===== config.mk =====
export PLATFORM = sky130hd
export DESIGN_NAME = divider_block_16
export DESIGN_NICKNAME = d
export VERILOG_FILES = /design/src/rtl/divider_block_16.sv
export SDC_FILE = /design/constraint.sdc
export NUM_CORES = 1
export LEC_CHECK = 0
export CORE_ASPECT_RATIO = 0.5
export CORE_UTILIZATION = 45
export DETAILED_ROUTE_END_ITERATION = 10
export PLACE_DENSITY = 0.72
export SLEW_MARGIN = 20
export SYNTH_ARGS = -nofsm -noshare
export SYNTH_HDL_FRONTEND = slang
export SYNTH_SLANG_ARGS = --single-unit

===== constraint.sdc =====
create_clock -name clock_i -period 9.6 [get_ports clock_i]
set_clock_uncertainty 0.2 [all_clocks]
set_input_delay 2.4 -clock clock_i [delete_from_list [all_inputs] [get_ports clock_i]]
set_output_delay 2.4 -clock clock_i [all_outputs]
set_load 0.005 [all_outputs]

===== src/rtl/divider_block_16.sv =====
// divider_block_16
//   Final stage of the 16-bit softmax datapath. It buffers number_of_data
//   exponent values (Q0.16) and then waits for the accumulated sum (Q4.12).
//   For each buffered element it emits exp/sum as a Q0.16 result, computed
//   with a bit-serial restoring divider.
//
// Ports
//   clock_i              rising-edge clock
//   reset_i              synchronous, active-high reset
//   exp_data_i           exponent value, unsigned Q0.16
//   exp_data_valid_i     exp_data_i strobe
//   sum_data_i           accumulated sum, unsigned Q4.12
//   sum_data_valid_i     sum valid (level, held by the adder stage)
//   divider_data_o       softmax result, unsigned Q0.16
//   divider_data_valid_o one-cycle pulse per result
//   divider_done_o       sticky, all results emitted
module divider_block_16 #(
   parameter int data_size      = 16,
   parameter int number_of_data = 10
) (
   input  logic                 clock_i,
   input  logic                 reset_i,
   input  logic [data_size-1:0] exp_data_i,
   input  logic                 exp_data_valid_i,
   input  logic [data_size-1:0] sum_data_i,
   input  logic                 sum_data_valid_i,
   output logic [data_size-1:0] divider_data_o,
   output logic                 divider_data_valid_o,
   output logic                 divider_done_o
);

   localparam int CW = $clog2(number_of_data + 1);
   localparam logic [CW-1:0] n_full = CW'(number_of_data);
   localparam logic [CW-1:0] n_last = CW'(number_of_data - 1);

   typedef enum logic [2:0] {LOAD, CHECK, DIV, OUT, DONE} state_t;

   state_t                 state;
   logic [data_size-1:0]   buffer [number_of_data];
   logic [CW-1:0]          count;
   logic [CW-1:0]          index;
   logic [data_size-1:0]   divisor;
   logic [data_size:0]     rem;     // 17-bit partial remainder
   logic [data_size-1:0]   quot;    // remaining dividend bits shift out, quotient bits shift in
   logic [3:0]             step;
   logic                   sat;

   logic [data_size-1:0]   elem;
   logic [data_size:0]     trial;
   logic                   fits;
   logic                   too_big;
   logic                   start;

   always_comb begin
      elem    = buffer[index];
      trial   = {rem[data_size-1:0], quot[data_size-1]};
      fits    = trial >= {1'b0, divisor};
      // e*4096/s overflows 16 bits exactly when e >= 16*s (s==0 included)
      too_big = {4'b0, elem} >= {divisor, 4'b0};
      // the 10th write and the sum may land in the same cycle
      start   = sum_data_valid_i &&
                ((count == n_full) || ((count == n_last) && exp_data_valid_i));
   end

   always_ff @(posedge clock_i) begin
      if (reset_i) begin
         state                <= LOAD;
         count                <= '0;
         index                <= '0;
         divisor              <= '0;
         rem                  <= '0;
         quot                 <= '0;
         step                 <= '0;
         sat                  <= 1'b0;
         divider_data_o       <= '0;
         divider_data_valid_o <= 1'b0;
         divider_done_o       <= 1'b0;
      end else begin
         divider_data_valid_o <= 1'b0;
         case (state)
            LOAD: begin
               if (exp_data_valid_i && (count < n_full)) begin
                  buffer[count] <= exp_data_i;
                  count         <= count + 1'b1;
               end
               if (start) begin
                  divisor <= sum_data_i;
                  state   <= CHECK;
               end
            end
            CHECK: begin
               // Dividend is e<<12. Since e < 16*s, the top 12 quotient bits are
               // zero and the remainder after those 12 shifts is simply e[15:4],
               // so only the low 16 dividend bits remain to be processed.
               sat   <= too_big;
               rem   <= {5'b0, elem[data_size-1:4]};
               quot  <= {elem[3:0], 12'b0};
               step  <= '0;
               state <= DIV;
            end
            DIV: begin
               // saturated elements still run the 16 steps to keep spacing uniform
               rem   <= fits ? (trial - {1'b0, divisor}) : trial;
               quot  <= {quot[data_size-2:0], fits};
               step  <= step + 1'b1;
               if (step == 4'd15) state <= OUT;
            end
            OUT: begin
               divider_data_o       <= sat ? '1 : quot;
               divider_data_valid_o <= 1'b1;
               if (index == n_last) begin
                  state <= DONE;
               end else begin
                  index <= index + 1'b1;
                  state <= CHECK;
               end
            end
            DONE: begin
               divider_done_o <= 1'b1;
            end
            default: state <= LOAD;
         endcase
      end
   end

endmodule


## Yosys cells after proc, flatten, opt, wreduce, memory -nomap -nowiden

Memory sizes are Yosys's and may differ from the RTL's. A register that Yosys moved wholly into a read port is not among the register bits.
Cells that the tools add are included.
W data, S select, Z words.

- Word-level logic and storage cells: 57
- RAM bits: 160
- Bits in registers: 82
- Memories kept: 1
- Bits of input ports: 36

Memory list:

| memory | words | width | rd ports | clocked after memory_dff | write ports | line | source |
|---|---|---|---|---|---|---|---|
| buffer | 10 | 16 | 1 | 1 | 1 | 39 | `logic [data_size-1:0] buffer [number_of_data];` |

- Equality and inequality tests: 10
- Magnitude comparators: 3
- Reductions and logical operators: 10
- Bitwise logic cells: 2
- Add/sub/neg operators: 4
- Mux-type cells: 16

Operator list:

| kind | count |
|---|---|
| $pmux W16 S2 | 2 |
| $mux W16 | 2 |
| $ge A16 B20 Y1 | 1 |
| $ge A17 B16 Y1 | 1 |
| $eq A4 B4 Y1 const B | 4 |
| $sub A16 B16 Y16 | 1 |
| $pmux W3 S5 | 1 |
| $add A4 B1 Y4 const B | 3 |
| $mux W3 | 3 |
| $mux W4 | 2 |
| $pmux W4 S2 | 1 |
| $eq A3 B2 Y1 const B | 2 |
| $reduce_and A2 Y1 | 3 |
| $mux W1 | 5 |
| $lt A4 B4 Y1 const B | 1 |
| $ne A2 B2 Y1 const B | 2 |
| $eq A3 B1 Y1 const B | 1 |
| $eq A3 B3 Y1 const B | 1 |
| $logic_and A1 B1 Y1 | 3 |
| $logic_not A3 Y1 | 1 |
| $reduce_and A3 Y1 | 1 |
| $not A1 Y1 | 2 |
| $reduce_bool A2 Y1 | 1 |
| $logic_or A1 B1 Y1 | 1 |

## Longest topological paths before layout

- Depth in word-level cells: 6
- Gate-level depth with buffers: 14

## Worst setup path before layout

No wires, ideal clock.

- Path kind: input-to-reg
- Start: input exp_data_valid_i
- End: memory buffer[0][0], enable pin
- Path slack: 5.398 ns
- Arrival time: 3.613 ns
- Library setup time: 0.388 ns
- Cell stages on the path: 3
- Data required time: 9.012 ns
- Cells stage by stage: nand4b_1 -> or3_1 -> nor2_1

- Word-level cells in the longest chain between the ends: 5

RTL lines:

| element | line | source |
|---|---|---|
| start: declaration | 24 | `input logic exp_data_valid_i,` |
| $logic_and A1 B1 Y1 | 82 | `if (exp_data_valid_i && (count < n_full)) begin` |
| $mux W1 | 82 |  |
| $mux W1 | 80 | `case (state)` |
| $mux W1 | 66 | `if (reset_i) begin` |
| $mux W1 (implied by the code) | 83 | `buffer[count] <= exp_data_i;` |
| end: declaration | 39 |  |

Every way passes these cells.

==> impl_metrics.ini <==
[routing]
met3_length_microns = 1281
wl_microns = 22620
vias = 6760
antenna_left = 0
m1WireLength_microns = 10680
wire_per_inst_microns = 18.96
first_pass_iters = 8
top_layer_used = met4
drt_iter0_markers = 569
wl_met2_microns = 10250
routed_via_density = 5.666
drc = 4

[placement]
io_buffers = 53
hpwlAfterDp_microns = 14700
place.gp.congestion = 0.8474

[floorplanning]
num_io_pins = 54
core-area_sq_um = 23030
num_rows = 39
initial_core_util_pct = 46.26
fp.dieH_microns = 110.8
fp.dieW_microns = 219.6
die_area_sq_um = 24340

[timing]
rsz0062_at_grt = false
final-setup-viol-count = 0
setup_tns_ps = 0
worst_pin_slew_ps = 944.4
slew_headroom_pct = 36.96
finalCritPeriodShare_pct = 43.90
hold_viol_final = 0
hold_ws_ps = 269.5
drv_slew = 0
max_freq_mhz = 237.3
post-route-min-period_ps = 4214

[grt]
grt_pass1_vias = 6493
grt_first_pass_wirelength_microns = 35800
grt_usage_pct = 18.79
antenna_found_initial = 0
grt_max_degree = 48
grt_overflow = 0

[clocking]
clock_latency_ps = 520
cts-htree-levels = 1
cts_resized = 0
cts_buffer_depth = 3
clk_pin_slew_worst_paths_ps = 70
cts_buffers = 23
ctsHoldBuffers = 0
post_cts_buffers = 0
cts_sinks = 246
cts_root_buf = clkbuf_16
cts_tree = yes

[pwr]
ir_drop_v = 0.00009724
pwr-share-comb_pct = 3.1
leakage_nw = 4.026
p_sw_share_pct = 20.40
p_sw_mw = 0.4411
seqPwrFrac_pct = 52.7
power_density_nw_per_um2 = 175.7
pwr-share-clk_pct = 44.2
internal_power_mw = 1.721

[synth]
ys_types = 63
asyncSetResetFlopFracSynth_pct = 0
synth-edff-count = 160
ys_warn_count = 0
syn_inst = 817
synth_seq_area_share_pct = 61.25
synthFlopType = edfxtp_1
synth_nets = 889
synth_area_per_cell_sq_um = 13.04
synth_seq_cells = 246
netlist_area_sq_um = 10660

[run_status]
failed_checks = design-rule violations
status = finished with violations

[finish]
syn2layout_area_growth_pct = 15.50
fillers = 1886
fin_nets = 941
regArea_sq_um = 6528
layout_commonest_cell = edfxtp_1
drive_above_1_share_pct = 11.51
multi_input_area_sq_um = 3864
antenna_cells = 0
post-route-util_pct = 53.43
final_cell_mix = edfxtp_1 (160), nor2_1 (95), dfxtp_1 (85)

[run]
cap_violations = 0

[setup_path]
cp-start-kind = register
critPathArrivalTime_ps = 4360
critical_path_required_ps = 9750
end_kind = register
worstPathMaxFanout = 38
path_class = reg2reg

[hold_path]
min_path_type = reg2reg
cells by family (layout without fill, tap and decap cells):
group | after synthesis | after routing | synth area share, %
buffers and inverters | 65 | 134 | 2.595
flip-flops | 246 | 246 | 61.25
AO/OA/AOI/OAI | 144 | 144 | 9.206
multiplexers | 70 | 70 | 10.35
adder cells (fa/ha/maj) | 36 | 36 | 4.298
XOR/XNOR | 14 | 14 | 1.151
AND/OR/NAND/NOR | 242 | 242 | 11.16
final cells by class:
class	instances	area share [%]
flip-flops and latches	246	53.04
multi-input cells	506	31.39
repair buffers	71	5.368
clock buffers	25	4.819
well taps	307	3.121
clock inverters	17	1.617
inverters	21	0.6405
worst max-delay path, cell delays in order (launching register included):
cell and delay [ps]:
dfxtp_2 630, buf_4 620, mux4_2 580, nor2b_1 150
a211oi_1 400, a21oi_1 160, ha_1 220, a21o_1 170
a21o_1 160, a2111oi_0 580, a221oi_1 150
through the flow:
stage / instances / cell area [sq um] / worst slack (ps) / power, mW
after floorplan: 817 / 10660 / 5398 / 1.190
after global placement: 1151 / 11510 / 5047 / 1.226
after detailed placement: 1151 / 11510 / 5021 / 1.229
after CTS: 1193 / 12310 / 5317 / 2.176
after global routing: 1193 / 12310 / 5148 / 2.222
final: 1193 / 12310 / 5386 / 2.162
flip-flops by register name, indices dropped and copies added, names as in the netlist, 3 cells and up, named ones only:
name            cells
divisor            16
count               4
rem                16
step                4
state               3
buffer            160
quot               16
divider_data_o     16
index               4
power by group through the flow:
stage                     logic, mW  clock network (mW)  registers (mW)
after floorplan              0.0293                   0            1.16
after global placement       0.0653                   0            1.16
after detailed placement     0.0673                   0            1.16
after CTS                    0.0679               0.969            1.14
after global routing         0.0731                1.01            1.14
final                        0.0674               0.956            1.14
per-layer routing:
metal	GRT usage, %	vias to the layer above
li1	-	3192
met1	28.17	3348
met2	28.87	190
met3	2.716	30
met4	4.322	0
met5	0	-
cells in the mapped netlist, types with 3 or more instances:
| cell | n | area share, % |
|---|---|---|
| buf_2 | 5 | 0.23 |
| edfxtp_1 | 160 | 45 |
| a21o_1 | 3 | 0.21 |
| nor3_1 | 38 | 1.8 |
| nor4_1 | 3 | 0.18 |
| a22oi_1 | 22 | 1.6 |
| dfxtp_1 | 86 | 16 |
| nand4b_1 | 5 | 0.41 |
| mux4_2 | 32 | 6.8 |
| nor2b_1 | 19 | 1.1 |
| xor2_1 | 4 | 0.33 |
| nand4_1 | 5 | 0.29 |
| nand2_1 | 32 | 1.1 |
| mux2i_1 | 37 | 3.5 |
| nor3b_1 | 3 | 0.21 |
| a211oi_1 | 22 | 1.6 |
| clkbuf_1 | 32 | 1.1 |
| nor2_1 | 95 | 3.3 |
| o211ai_1 | 5 | 0.35 |
| xnor2_1 | 10 | 0.82 |
| ha_1 | 35 | 4.1 |
| a21oi_1 | 36 | 1.7 |
| inv_1 | 21 | 0.74 |
| a32oi_1 | 3 | 0.25 |
| o21a_1 | 4 | 0.28 |
| or2_2 | 3 | 0.18 |
| nand3_1 | 5 | 0.23 |
| nand2b_1 | 18 | 1.1 |
| or3_1 | 4 | 0.23 |
| o21ai_0 | 20 | 0.94 |
| o22ai_1 | 7 | 0.41 |
| buf_4 | 3 | 0.21 |
final timing paths:
path	slack, ps	start	cells past startpoint	endpoint
max reg2reg	5390	register	10	sat$_SDFFE_PP0P_
min	270	divider_done_o$_SDFFE_PP0N_	2	divider_done_o$_SDFFE_PP0N_
max	5390	register	10	sat$_SDFFE_PP0P_
min reg2reg	270	divider_done_o$_SDFFE_PP0N_	2	divider_done_o$_SDFFE_PP0N_
No activity file was read; power rests on OpenSTA's default activity.
